## config.mk

```make
export PLATFORM = sky130hd
export DESIGN_NAME = calc_arbiter
export DESIGN_NICKNAME = d
export VERILOG_FILES = /design/src/rtl/calc_pkg.sv /design/src/rtl/calc_core.sv /design/src/rtl/calc_arbiter.sv
export SDC_FILE = /design/constraint.sdc
export NUM_CORES = 1
export LEC_CHECK = 0
export ABC_AREA = 1
export CAP_MARGIN = 20
export CORE_UTILIZATION = 36
export CTS_BUF_LIST = sky130_fd_sc_hd__clkbuf_4 sky130_fd_sc_hd__clkbuf_8
export CTS_CLUSTER_SIZE = 20
export DETAILED_ROUTE_END_ITERATION = 10
export PLACE_DENSITY = 0.63
export REMOVE_ABC_BUFFERS = 1
export SLEW_MARGIN = 20
export SYNTH_ARGS = -nofsm -noshare
export SYNTH_HDL_FRONTEND = slang
export SYNTH_SLANG_ARGS = --single-unit
```

## constraint.sdc

```tcl
create_clock -name i_clk -period 5.3 [get_ports i_clk]
set_clock_uncertainty 0.15 [all_clocks]
set_input_delay 0.53 -clock i_clk [delete_from_list [all_inputs] [get_ports i_clk]]
set_output_delay 0.53 -clock i_clk [all_outputs]
set_load 0.05 [all_outputs]
```

## src/rtl/calc_pkg.sv

```systemverilog
// Shared definitions for the two-requester calculator arbiter.
// Opcodes, FSM state encoding and the default datapath width.
package calc_pkg;

  localparam int DEF_WIDTH = 4;

  localparam logic [1:0] OP_ADD = 2'b00;
  localparam logic [1:0] OP_SUB = 2'b01;
  localparam logic [1:0] OP_MUL = 2'b10;
  localparam logic [1:0] OP_DIV = 2'b11;

  typedef enum logic [1:0] {
    ST_IDLE = 2'b00,
    ST_EXEC = 2'b01,
    ST_RESP = 2'b10
  } state_t;

endpackage

```

## src/rtl/calc_core.sv

```systemverilog
// Combinational four-function unsigned calculator.
// Results wrap to WIDTH bits; divide by zero gives all ones.
module calc_core
  import calc_pkg::*;
#(
  parameter int WIDTH = DEF_WIDTH
) (
  input  logic [1:0]       i_op,
  input  logic [WIDTH-1:0] i_a,
  input  logic [WIDTH-1:0] i_b,
  output logic [WIDTH-1:0] o_result,
  output logic             o_div_zero
);

  // Select the requested function; only div can flag an error.
  always_comb begin
    o_result   = '0;
    o_div_zero = 1'b0;
    unique case (i_op)
      OP_ADD: o_result = i_a + i_b;
      OP_SUB: o_result = i_a - i_b;
      OP_MUL: o_result = i_a * i_b;
      OP_DIV: begin
        if (i_b == '0) begin
          o_result   = '1;
          o_div_zero = 1'b1;
        end else begin
          o_result = i_a / i_b;
        end
      end
      default: o_result = '0;
    endcase
  end

endmodule

```

## src/rtl/calc_arbiter.sv

```systemverilog
// Round-robin sharing of one calculator between two requesters.
// Accept, execute, then hold a tagged result until consumed.
module calc_arbiter
  import calc_pkg::*;
#(
  parameter int WIDTH = DEF_WIDTH
) (
  input  logic             i_clk,
  input  logic             i_rst,
  input  logic             i_req0_valid,
  output logic             o_req0_ready,
  input  logic [1:0]       i_req0_op,
  input  logic [WIDTH-1:0] i_req0_a,
  input  logic [WIDTH-1:0] i_req0_b,
  input  logic             i_req1_valid,
  output logic             o_req1_ready,
  input  logic [1:0]       i_req1_op,
  input  logic [WIDTH-1:0] i_req1_a,
  input  logic [WIDTH-1:0] i_req1_b,
  output logic             o_rsp_valid,
  input  logic             i_rsp_ready,
  output logic             o_rsp_id,
  output logic [WIDTH-1:0] o_rsp_result,
  output logic             o_rsp_err
);

  state_t           r_state;
  state_t           w_state_nxt;
  logic             r_ptr;
  logic [1:0]       r_op;
  logic [WIDTH-1:0] r_a;
  logic [WIDTH-1:0] r_b;
  logic             r_id;
  logic             r_rsp_valid;
  logic             r_rsp_id;
  logic [WIDTH-1:0] r_rsp_result;
  logic             r_rsp_err;

  logic             w_sel1;
  logic             w_accept;
  logic [WIDTH-1:0] w_core_res;
  logic             w_core_dz;

  // Requester 1 wins when alone or when the pointer favours it.
  assign w_sel1   = i_req1_valid & (~i_req0_valid | r_ptr);
  assign w_accept = o_req0_ready | o_req1_ready;

  calc_core #(
    .WIDTH(WIDTH)
  ) u_core (
    .i_op      (r_op),
    .i_a       (r_a),
    .i_b       (r_b),
    .o_result  (w_core_res),
    .o_div_zero(w_core_dz)
  );

  // Next state and combinational grants; nothing granted in reset.
  always_comb begin
    w_state_nxt  = r_state;
    o_req0_ready = 1'b0;
    o_req1_ready = 1'b0;
    unique case (r_state)
      ST_IDLE: begin
        o_req0_ready = i_req0_valid & ~w_sel1 & ~i_rst;
        o_req1_ready = w_sel1 & ~i_rst;
        if (i_req0_valid | i_req1_valid) w_state_nxt = ST_EXEC;
      end
      ST_EXEC: w_state_nxt = ST_RESP;
      ST_RESP: if (i_rsp_ready) w_state_nxt = ST_IDLE;
      default: w_state_nxt = ST_IDLE;
    endcase
  end

  // State register.
  always_ff @(posedge i_clk) begin
    if (i_rst) r_state <= ST_IDLE;
    else       r_state <= w_state_nxt;
  end

  // Operand latches, response registers and round-robin pointer.
  always_ff @(posedge i_clk) begin
    if (i_rst) begin
      r_ptr        <= 1'b0;
      r_op         <= OP_ADD;
      r_a          <= '0;
      r_b          <= '0;
      r_id         <= 1'b0;
      r_rsp_valid  <= 1'b0;
      r_rsp_id     <= 1'b0;
      r_rsp_result <= '0;
      r_rsp_err    <= 1'b0;
    end else begin
      if (w_accept) begin
        r_op <= o_req1_ready ? i_req1_op : i_req0_op;
        r_a  <= o_req1_ready ? i_req1_a  : i_req0_a;
        r_b  <= o_req1_ready ? i_req1_b  : i_req0_b;
        r_id <= o_req1_ready;
      end
      if (r_state == ST_EXEC) begin
        r_rsp_valid  <= 1'b1;
        r_rsp_id     <= r_id;
        r_rsp_result <= w_core_res;
        r_rsp_err    <= w_core_dz;
      end
      if (r_state == ST_RESP && i_rsp_ready) begin
        r_rsp_valid <= 1'b0;
        r_ptr       <= ~r_rsp_id;
      end
    end
  end

  assign o_rsp_valid  = r_rsp_valid;
  assign o_rsp_id     = r_rsp_id;
  assign o_rsp_result = r_rsp_result;
  assign o_rsp_err    = r_rsp_err;

endmodule

```

==> metrics, run 1 <==
status=completed; drt first-iter violations=67; ant diodes=0; worst hold start=r_id; total track usage=16.7%; Crit Path Class=reg -> reg; Pwr Density=279 nW/um2; Crit Reg-Reg Endpoint=o_rsp_result[0]; Clk Latency, worst-skew pair=0.26 ns; Starting Density=37.4%; Hold Path Class=reg -> reg; CTS tree=yes; synthesized area per cell=6.59 um2; RSZ-0062 raised after global routing=false; max_cap viols=0; area of the mapped netlist=1750 um2; Worst Path Max Fanout=8; Synth Warn #=0; Lkg Pwr=1.10 nW; Placer Congestion=0.806; CTS clk-pin slew, worst paths=0.08 ns; Tcrit/Tclk final=77.7%; Post-route DRC=0; Post-DP HPWL=3160 um; Data arrival, critical path=4.12 ns; Worst R2R Path Depth=26; Detailed Route WL=3950 um; post-CTS sizing=0; Die Wd=71.8 um; post-route total power=0.603 mW; crit path time final=4.12 ns; first-pass GRT wire length=6940 um; Critical Path RT=5.31 ns; crit path launch type=flip-flop; Core ar.=4690 um2; post-synth cell types=26; peak supply drop=0.122 mV; worst r2r src=r_b[0]; DR vias/cell=4.72; Vias=1,655; top_reg_cell synth=dfxtp_1; Fin. Hold Viols=0; Max Slew Vio Count=0; EDFF count, synth=0; clk sink count=21; IO buf count=33; io pins=34; Worst Tran Pin Value=0.790 ns; GR Util met3=1.97%; ratio of cells with drive above 1 in the final layout=6.06%; htree depth=1; sequential element share of the synthesized area=24.0%; hold endpoint=r_id; number of hold buffers added after cts=0; largest net degree at the start of global routing=22; cell count after placement=347; GRT overflow=0; final non-filler cell total=351; met2 Use GR=26.0%; Syn Inst Count=266; drt first pass iters=4; Yosys reg bits=21; Worst Hold Path Cells=2; Worst R2R Setup Slack=1.18 ns; met1 Usage GRT=24.8%; Std-Cell Rows=25; CTS Buf Count=3; chip height=71.8 um; Critical Path Sink Type=flip-flop; fin worst setup slack=1.18 ns; setup violators final=0; final setup TNS=0 ns; post-CTS setup buffer count=0; Fmax=243 MHz; GR peak layer=met2; vias in the first global route=1,581; Placement Setup Slack=1.20 ns; Async SR Flop Fraction=0%; Die ar.=5160 um2; Final ANT Viol Nets=0; CTS root buffer=clkbuf_8; clk buf depth=2; initial antenna violation count=0; WL per Instance=11.2 um; synthesis-to-layout area growth=23.3%; Rel. slew slack=47.2%; Nets=346
-- layer usage --
| metal | wire length [um] | part of all wire [%] |
|---|---|---|
| met1 | 2140 | 54 |
| met4 | 24 | 0.61 |
| met3 | 95 | 2.4 |
| met5 | 0 | 0 |
| met2 | 1680 | 43 |
-- cell families (layout without fill, tap and decap cells) --
logic type	after synthesis	count (layout)	share of synthesized area, %
AOI/OAI and AO/OA	45	45	15.3
xor gates and xnor gates	4	4	2.00
adders and majority gates	23	23	16.8
buffers and inverters	51	82	11.8
DFF	21	21	24.0
and+or+nand+nor	122	122	30.2
-- worst max path at each step --
stage | cells past startpoint | endpoint | from | slack [ns]
2_1_floorplan | 26 | o_rsp_result[0] | r_b[0] | 1.59
3_3_place_gp | 26 | o_rsp_result[0] | r_b[0] | 1.37
3_5_place_dp | 26 | o_rsp_result[0] | r_b[0] | 1.20
4_1_cts | 26 | o_rsp_result[0] | r_b[0] | 1.16
5_1_grt | 26 | o_rsp_result[0] | r_b[0] | 0.70
6_report | 26 | o_rsp_result[0] | r_b[0] | 1.18
-- stage by stage --
step	hold slack (ns)	util, %	area [um2]
floorplan	0.294	-	1720
global placement	0.307	45.1	2110
detailed placement	0.312	45.1	2110
CTS	0.323	46.1	2160
global route	0.354	46.1	2160
finish	0.322	46.1	2160
-- synth_stat cells, types with 4 or more instances --
cell      number  area (um2)
a21oi_1       14        70.1
dfxtp_1       21         420
ha_1          22         275
inv_1         40         150
inv_2          4        15.0
nand2_1       76         285
nand2_2        5        31.3
nand3_1       22         110
nor2_1        12        45.0
o211ai_1      10        75.1
o21ai_0       14        70.1
-- worst max-delay path, stage by stage, from the launching register on --
cell	delay, ns
dfxtp_1	0.49
inv_1	0.17
ha_1	0.34
nor2_1	0.06
nor2_2	0.13
nand2_2	0.07
nand2_1	0.08
o21ai_2	0.07
ha_1	0.30
o21ai_0	0.09
nand2_1	0.08
nand2_2	0.08
o21ai_0	0.22
ha_1	0.30
a21oi_1	0.15
nand2_1	0.09
nand2_1	0.06
nand2_1	0.06
nand2_1	0.14
nand2_1	0.06
o21ai_0	0.09
ha_1	0.27
a21oi_1	0.15
nand3b_1	0.12
nand4_1	0.08
nand2_1	0.06
a21oi_1	0.05
-- placed cells by master, fill, tap and decap left out, drive strengths merged, types with 10 or more instances in the layout --
cell type      netlist  routed
nand2               81      81
inv                 44      44
clkdlybuf4s50        0      33
nand3               22      22
ha                  22      22
dfxtp               21      21
o21ai               17      17
a21oi               14      14
nor2                13      13
o211ai              10      10
-- registers in the layout, summed over array words and instances, names as in the netlist, 2 cells and up --
| signal | flops |
|---|---|
| o_rsp_result | 4 |
| r_a | 4 |
| r_b | 4 |
| r_op | 2 |
| r_state | 2 |
-- report_power, final --
part	switching (mW)	internal, mW
registers	0.0201	0.174
clock network	0.0519	0.0587
logic	0.173	0.125
-- cell type report --
class | count | area, um2
Clock buffer | 4 | 48.8
Tap cell | 54 | 67.6
Inverter | 45 | 169
Fill cell | 485 | 2530
Multi-Input combinational cell | 194 | 1130
Timing Repair Buffer | 33 | 330
Sequential cell | 21 | 420
(Power assumes the default switching activity.)
==> inputs of run 2 (changes only) <==
--- a/config.mk
+++ b/config.mk
@@ -11,7 +11,7 @@
 export CTS_BUF_LIST = sky130_fd_sc_hd__clkbuf_4 sky130_fd_sc_hd__clkbuf_8
 export CTS_CLUSTER_SIZE = 20
 export DETAILED_ROUTE_END_ITERATION = 10
-export PLACE_DENSITY = 0.63
+export PLACE_DENSITY = 0.65
 export REMOVE_ABC_BUFFERS = 1
 export SLEW_MARGIN = 20
 export SYNTH_ARGS = -nofsm -noshare
==> constraint.sdc (replaced) <==
create_clock -name i_clk -period 3.5 [get_ports i_clk]
set_clock_uncertainty 0.15 [all_clocks]
set_input_delay 0.35 -clock i_clk [delete_from_list [all_inputs] [get_ports i_clk]]
set_output_delay 0.35 -clock i_clk [all_outputs]
set_load 0.05 [all_outputs]
==> run 2 against run 1 <==
  * Non-clock buffer count is 21 higher
  * Register-to-register slack got worse by 1.2 ns
  * Total power grew 88%
  * Worst hold slack better by 0.0032 ns
  * First-iteration DRC count down 9.0%
  * Combinational power is 130% higher
  * Worst setup slack worse by 1.2 ns
  * Maximum frequency up 18%
  * Sequential share of layout area decreased by 2.1 points
  * Core utilization is 5.7 points higher
  * Critical path type unchanged
  * Largest cell class unchanged
==> metrics, run 2 (synthesized netlist as in run 1, its figures left out) <==
status=completed; Max Slew Vio Count=0 (unchanged); Placement Setup Slack=-0.180 ns (-1.38 ns); Critical Path Source=r_b[0]; Starting Density=37.4% (unchanged); crit-path most repeated cell=nand2_2; Critical Path Sink Type=flip-flop; ant diodes=0 (unchanged); CTS root buffer=clkbuf_8; drt first-iter violations=61 (-9.0%); filler instances=478 (-1.4%); Die Wd=71.8 um (unchanged); total track usage=17.1% (+0.37 points); Std-Cell Rows=25 (unchanged); Data arrival, critical path=3.48 ns (-0.64 ns); Worst R2R Setup Slack=0.02 ns (-1.16 ns); DR vias/cell=4.87 (+3.4%); io pins=34 (unchanged); Detailed Route WL=4310 um (+9.2%); crit-path max cell delay=0.33 ns (-0.16 ns); ratio of cells with drive above 1 in the final layout=17.9% (+12 points); setup violators final=0 (unchanged); Post-DP Area=2230 um2 (+5.3%); CTS tree=yes; Post-route DRC=0 (unchanged); Lkg Pwr=1.22 nW (+11%); first-pass GRT wire length=7070 um (+1.8%); register area=422 um2 (+0.30%); Worst Path Max Fanout=3 (-5); Die ar.=5160 um2 (unchanged); WL per Instance=11.6 um (+3.0%); RSZ-0062 raised after global routing=true; Rel. slew slack=46.3% (-0.83 points); cell area after layout=2430 um2 (+12%); Clk Latency, worst-skew pair=0.26 ns (about the same); Core ar.=4690 um2 (unchanged); worst r2r src=r_b[0]; multi-input combinational cell area=1230 um2 (+9.4%); number of hold buffers added after cts=0 (unchanged); Crit-path slowest cell=dfxtp_2; Worst R2R Path Depth=24 (-7.7%); crit path capture=o_rsp_result[0]; Final ANT Viol Nets=0 (unchanged); clk buf depth=2 (unchanged); crit path launch type=flip-flop; peak supply drop=0.211 mV (+73%); Crit Reg-Reg Endpoint=o_rsp_result[0]; drt first pass iters=4 (unchanged); most frequent cells in the layout=71 x nand2_1, 39 x inv_1, 33 x clkdlybuf4s50_1; max_cap viols=0 (unchanged); CP Cell Sequence=inv_2, ha_4, nor2_4, nor2_4, nand2_2, nand2_2, o21ai_2, ha_1, o21ai_1, nand2_1, nand2_2, nand2_2, o21ai_2, ha_4, a21oi_2, nand2_1, buf_4, xnor2_2, o21ai_1, ha_1, a21oi_2, nand4_1, nand2_1, a21oi_1; chip height=71.8 um (unchanged); Worst Tran Pin Value=0.802 ns (+0.0125 ns); Placer Congestion=0.849 (+5.5%); IO buf count=33 (unchanged); synthesis-to-layout area growth=38.4%; worst hold start=r_id; Vias=1,813 (+9.5%); Pwr Density=466 nW/um2 (+67%); Hold Path Class=reg -> reg; Crit Path Class=reg -> reg; initial antenna violation count=0 (unchanged); Critical Path RT=3.50 ns (-1.81 ns); Worst Hold Path Cells=2 (unchanged); vias in the first global route=1,585 (+0.25%); largest net degree at the start of global routing=22 (unchanged); Nets=367 (+6.1%); GRT overflow=0 (unchanged); Post-DP HPWL=3320 um (+5.1%); crit path time final=3.48 ns (-0.637 ns); CTS clk-pin slew, worst paths=0.07 ns (about the same); Tcrit/Tclk final=99.5% (+22 points); clk sink count=21 (unchanged); fin worst setup slack=0.0187 ns (-1.16 ns); Fin. Hold Viols=0 (unchanged); post-route total power=1.13 mW (+88%); Fmax=287 MHz (+18%); htree depth=1 (unchanged); commonest non-fill, non-tap cell in the layout=nand2_1; CTS Buf Count=3 (unchanged)
[run 2: cell count changes in the layout (fill, tap and decap cells not counted), moves of 2 or more]
cell	change
a21oi_1	-3
a21oi_2	+3
buf_4	+21
ha_1	-4
ha_4	+4
nand2_1	-5
nand2_2	+4
nor2_4	+2
o21ai_0	-4
o21ai_1	+2
o21ai_2	+2
[run 2: metrics by stage]
| stage | TNS [ns] | utilization, % | hold WS [ns] | std cells |
|---|---|---|---|---|
| 6_report | 0 | 51.8 | 0.325 | 372 |
| 3_5_place_dp | -0.180 | 47.5 | 0.319 | 362 |
| 3_3_place_gp | -0.0475 | 47.5 | 0.301 | 362 |
| 4_1_cts | 0 | 49.2 | 0.331 | 368 |
| 2_1_floorplan | -0.215 | - | 0.269 | 260 |
| 5_1_grt | -0.234 | 51.8 | 0.342 | 372 |
[run 2: repair_timing]
action	4_1_cts	5_1_grt
pin swaps	7	22
endpoints found under the setup margin	1	1
setup buffers	2	4
gates resized for setup	8	17
[run 2: worst min path at each step]
stage	endpoint	slack, ns
detailed placement	r_id	0.32
global placement	r_ptr	0.30
finish	r_id	0.33
CTS	r_id	0.33
floorplan	r_state[1]	0.27
global route	r_id	0.34
[run 2: area by class of cell]
class / instances / share of cell area (%)
clock buffer: 4 / 2.01
inverter: 45 / 6.96
multi-input combinational: 194 / 50.8
sequential: 21 / 17.4
tap: 54 / 2.78
timing repair buffer: 54 / 20.1
[run 2: report_power, final]
part | switching, mW | internal (mW)
registers | 0.0226 | 0.263
clock network | 0.0754 | 0.0887
logic | 0.354 | 0.329
[run 2: critical path, delay by kind of cell, from the launching register on]
family / cells / cell delay [ns]
compound gates: 7 / 0.71
xor+xnor: 1 / 0.12
fa+ha+maj: 4 / 1.10
buf+inv: 2 / 0.19
flops: 1 / 0.33
simple gates: 10 / 0.75
[run 2: routing by layer]
metal	vias up	routed length (um)	GRT usage, %
li1	968	-	-
met1	804	2170	23.9
met2	33	1980	27.9
met3	8	100	2.11
met4	0	59	3.92
met5	-	0	0
==> inputs of run 3 (changes only) <==
--- a/config.mk
+++ b/config.mk
@@ -11,7 +11,7 @@
 export CTS_BUF_LIST = sky130_fd_sc_hd__clkbuf_4 sky130_fd_sc_hd__clkbuf_8
 export CTS_CLUSTER_SIZE = 20
 export DETAILED_ROUTE_END_ITERATION = 10
-export PLACE_DENSITY = 0.65
+export PLACE_DENSITY = 0.63
 export REMOVE_ABC_BUFFERS = 1
 export SLEW_MARGIN = 20
 export SYNTH_ARGS = -nofsm -noshare
==> constraint.sdc (replaced) <==
create_clock -name i_clk -period 4.21 [get_ports i_clk]
set_clock_uncertainty 0.15 [all_clocks]
set_input_delay 0.421 -clock i_clk [delete_from_list [all_inputs] [get_ports i_clk]]
set_output_delay 0.421 -clock i_clk [all_outputs]
set_load 0.05 [all_outputs]
==> run 3 against run 2 <==
  * Cell count is 5.4% lower
  * Critical path type unchanged
  * Via count down 6.0%
  * Non-clock buffer count fell by 20
  * Sequential share of layout area grew 2.0 points
  * Global-route usage up 0.15 points
  * Clock power decreased by 16%
  * Cell area fell by 11%
  * Total power fell by 33%
  * Clock-buffer cell count is the same
  * Worst hold slack gained 0.0028 ns
  * Highest routed layer unchanged
==> metrics, run 3 (synthesized netlist as in run 1, its figures left out) <==
drt first-iter violations=43 (-30%); max_cap viols=0 (unchanged); Placement Setup Slack=0.376 ns (+0.556 ns); number of hold buffers added after cts=0 (unchanged); Starting Density=37.4% (unchanged); Post-route DRC=0 (unchanged); Die Wd=71.8 um (unchanged); Vias=1,704 (-6.0%); Detailed Route WL=4080 um (-5.4%); vias in the first global route=1,611 (+1.6%); CTS tree=yes; Critical Path Sink Type=flip-flop; final non-filler cell total=352 (-5.4%); DR vias/cell=4.84 (-0.67%); Worst Tran Pin Value=0.831 ns (+0.0294 ns); filler instances=488 (+2.1%); cell count after placement=348 (-3.9%); crit path launch type=flip-flop; ratio of cells with drive above 1 in the final layout=6.38% (-12 points); htree depth=1 (unchanged); Tcrit/Tclk final=90.2% (-9.2 points); Fmax=263 MHz (-8.4%); WL per Instance=11.6 um (about the same); largest net degree at the start of global routing=22 (unchanged); crit path time final=3.80 ns (+0.318 ns); Critical Path RT=4.21 ns (+0.71 ns); Worst Path Max Fanout=6 (+3); setup violators final=0 (unchanged); RSZ-0062 raised after global routing=false; Hold Path Class=reg -> reg; post-CTS setup buffer count=0 (-2); most frequent cells in the layout=76 x nand2_1, 40 x inv_1, 33 x clkdlybuf4s50_1; commonest non-fill, non-tap cell in the layout=nand2_1; CTS root buffer=clkbuf_8; Core ar.=4690 um2 (unchanged); drt first pass iters=4 (unchanged); fin worst setup slack=0.411 ns (+0.392 ns); peak supply drop=0.148 mV (-30%); post-CTS sizing=0 (-8); Lkg Pwr=1.11 nW (-9.4%); cell area after layout=2170 um2 (-11%); Pwr Density=351 nW/um2 (-25%); Max Slew Vio Count=0 (unchanged); first-pass GRT wire length=7130 um (+0.98%); initial antenna violation count=0 (unchanged); Final ANT Viol Nets=0 (unchanged); ant diodes=0 (unchanged); clk buf depth=2 (unchanged); Placer Congestion=0.823 (-3.1%); Clk Latency, worst-skew pair=0.26 ns (about the same); Rel. slew slack=44.4% (-2.0 points); CTS Buf Count=3 (unchanged); Data arrival, critical path=3.80 ns (+0.32 ns); Crit Path Class=reg -> reg; IO buf count=33 (unchanged); io pins=34 (unchanged); Worst Hold Path Cells=1 (-1); status=completed; GRT overflow=0 (unchanged); Post-DP HPWL=3170 um (-4.7%); clk sink count=21 (unchanged); Std-Cell Rows=25 (unchanged); Die ar.=5160 um2 (unchanged); Post-DP Area=2120 um2 (-4.7%); chip height=71.8 um (unchanged); synthesis-to-layout area growth=23.8%; post-route total power=0.762 mW (-33%); Fin. Hold Viols=0 (unchanged); final setup TNS=0 ns (unchanged); total track usage=17.2% (+0.15 points); Nets=347 (-5.4%); Worst R2R Path Depth=27 (+13%); CTS clk-pin slew, worst paths=0.08 ns (about the same)
run 3: changes by cell type in the layout (fill, tap and decap cells not counted), moves of 2 or more:
cell	previous run	this run
buf_4	21	1
nor2_4	2	0
o21ai_0	10	13
ha_4	4	0
nand2_1	71	76
a21oi_2	3	0
ha_1	18	22
nand2_2	9	5
o21ai_2	5	3
a21oi_1	11	14
run 3: layer usage:
metal | GRT usage (%) | vias up | part of all wire [%]
li1 | - | 927 | -
met1 | 23.2 | 743 | 53
met2 | 29.4 | 30 | 44
met3 | 2.67 | 4 | 2.9
met4 | 3.05 | 0 | 0.81
met5 | 0 | - | 0
run 3: cell type report:
type	instances	area, um2	area share [%]
inverters	45	169	7.78
well taps	54	67.6	3.11
repair buffers	34	338	15.6
flip-flops and latches	21	420	19.4
multi-input cells	194	1130	51.9
clock buffers	4	48.8	2.25
run 3: stage by stage:
step	hold WS [ns]	util, %
6_report	0.328	46.3
4_1_cts	0.327	46.3
3_5_place_dp	0.316	45.2
5_1_grt	0.358	46.3
2_1_floorplan	0.294	-
3_3_place_gp	0.307	45.2
run 3: final timing paths:
kind,start,slack [ns],to
setup / recovery,r_b[0],0.41,o_rsp_result[0]
hold / removal,o_rsp_id,0.33,r_ptr
setup reg to reg,r_b[0],0.41,o_rsp_result[0]
hold reg to reg,o_rsp_id,0.33,r_ptr
run 3: worst max-delay path, cell delays in order, from the launching register on:
cell      delay [ns]
dfxtp_1         0.33
inv_1           0.09
ha_1            0.32
nor2_1          0.06
nor2_2          0.13
nand2_2         0.07
nand2_1         0.08
o21ai_2         0.07
ha_1            0.30
o21ai_0         0.08
nand2_1         0.08
nand2_2         0.11
nand2_1         0.06
o21ai_1         0.11
ha_1            0.29
a21oi_1         0.15
nand2_1         0.09
nand2_1         0.06
nand2_1         0.06
nand2_1         0.14
nand2_1         0.06
o21ai_0         0.08
ha_1            0.26
a21oi_1         0.13
nand3b_1        0.11
nand4_1         0.08
nand2_1         0.06
a21oi_1         0.06
run 3: power breakdown:
group          switching [mW]  internal (mW)
clock                  0.0638         0.0738
combinational           0.224          0.159
sequential             0.0227          0.218
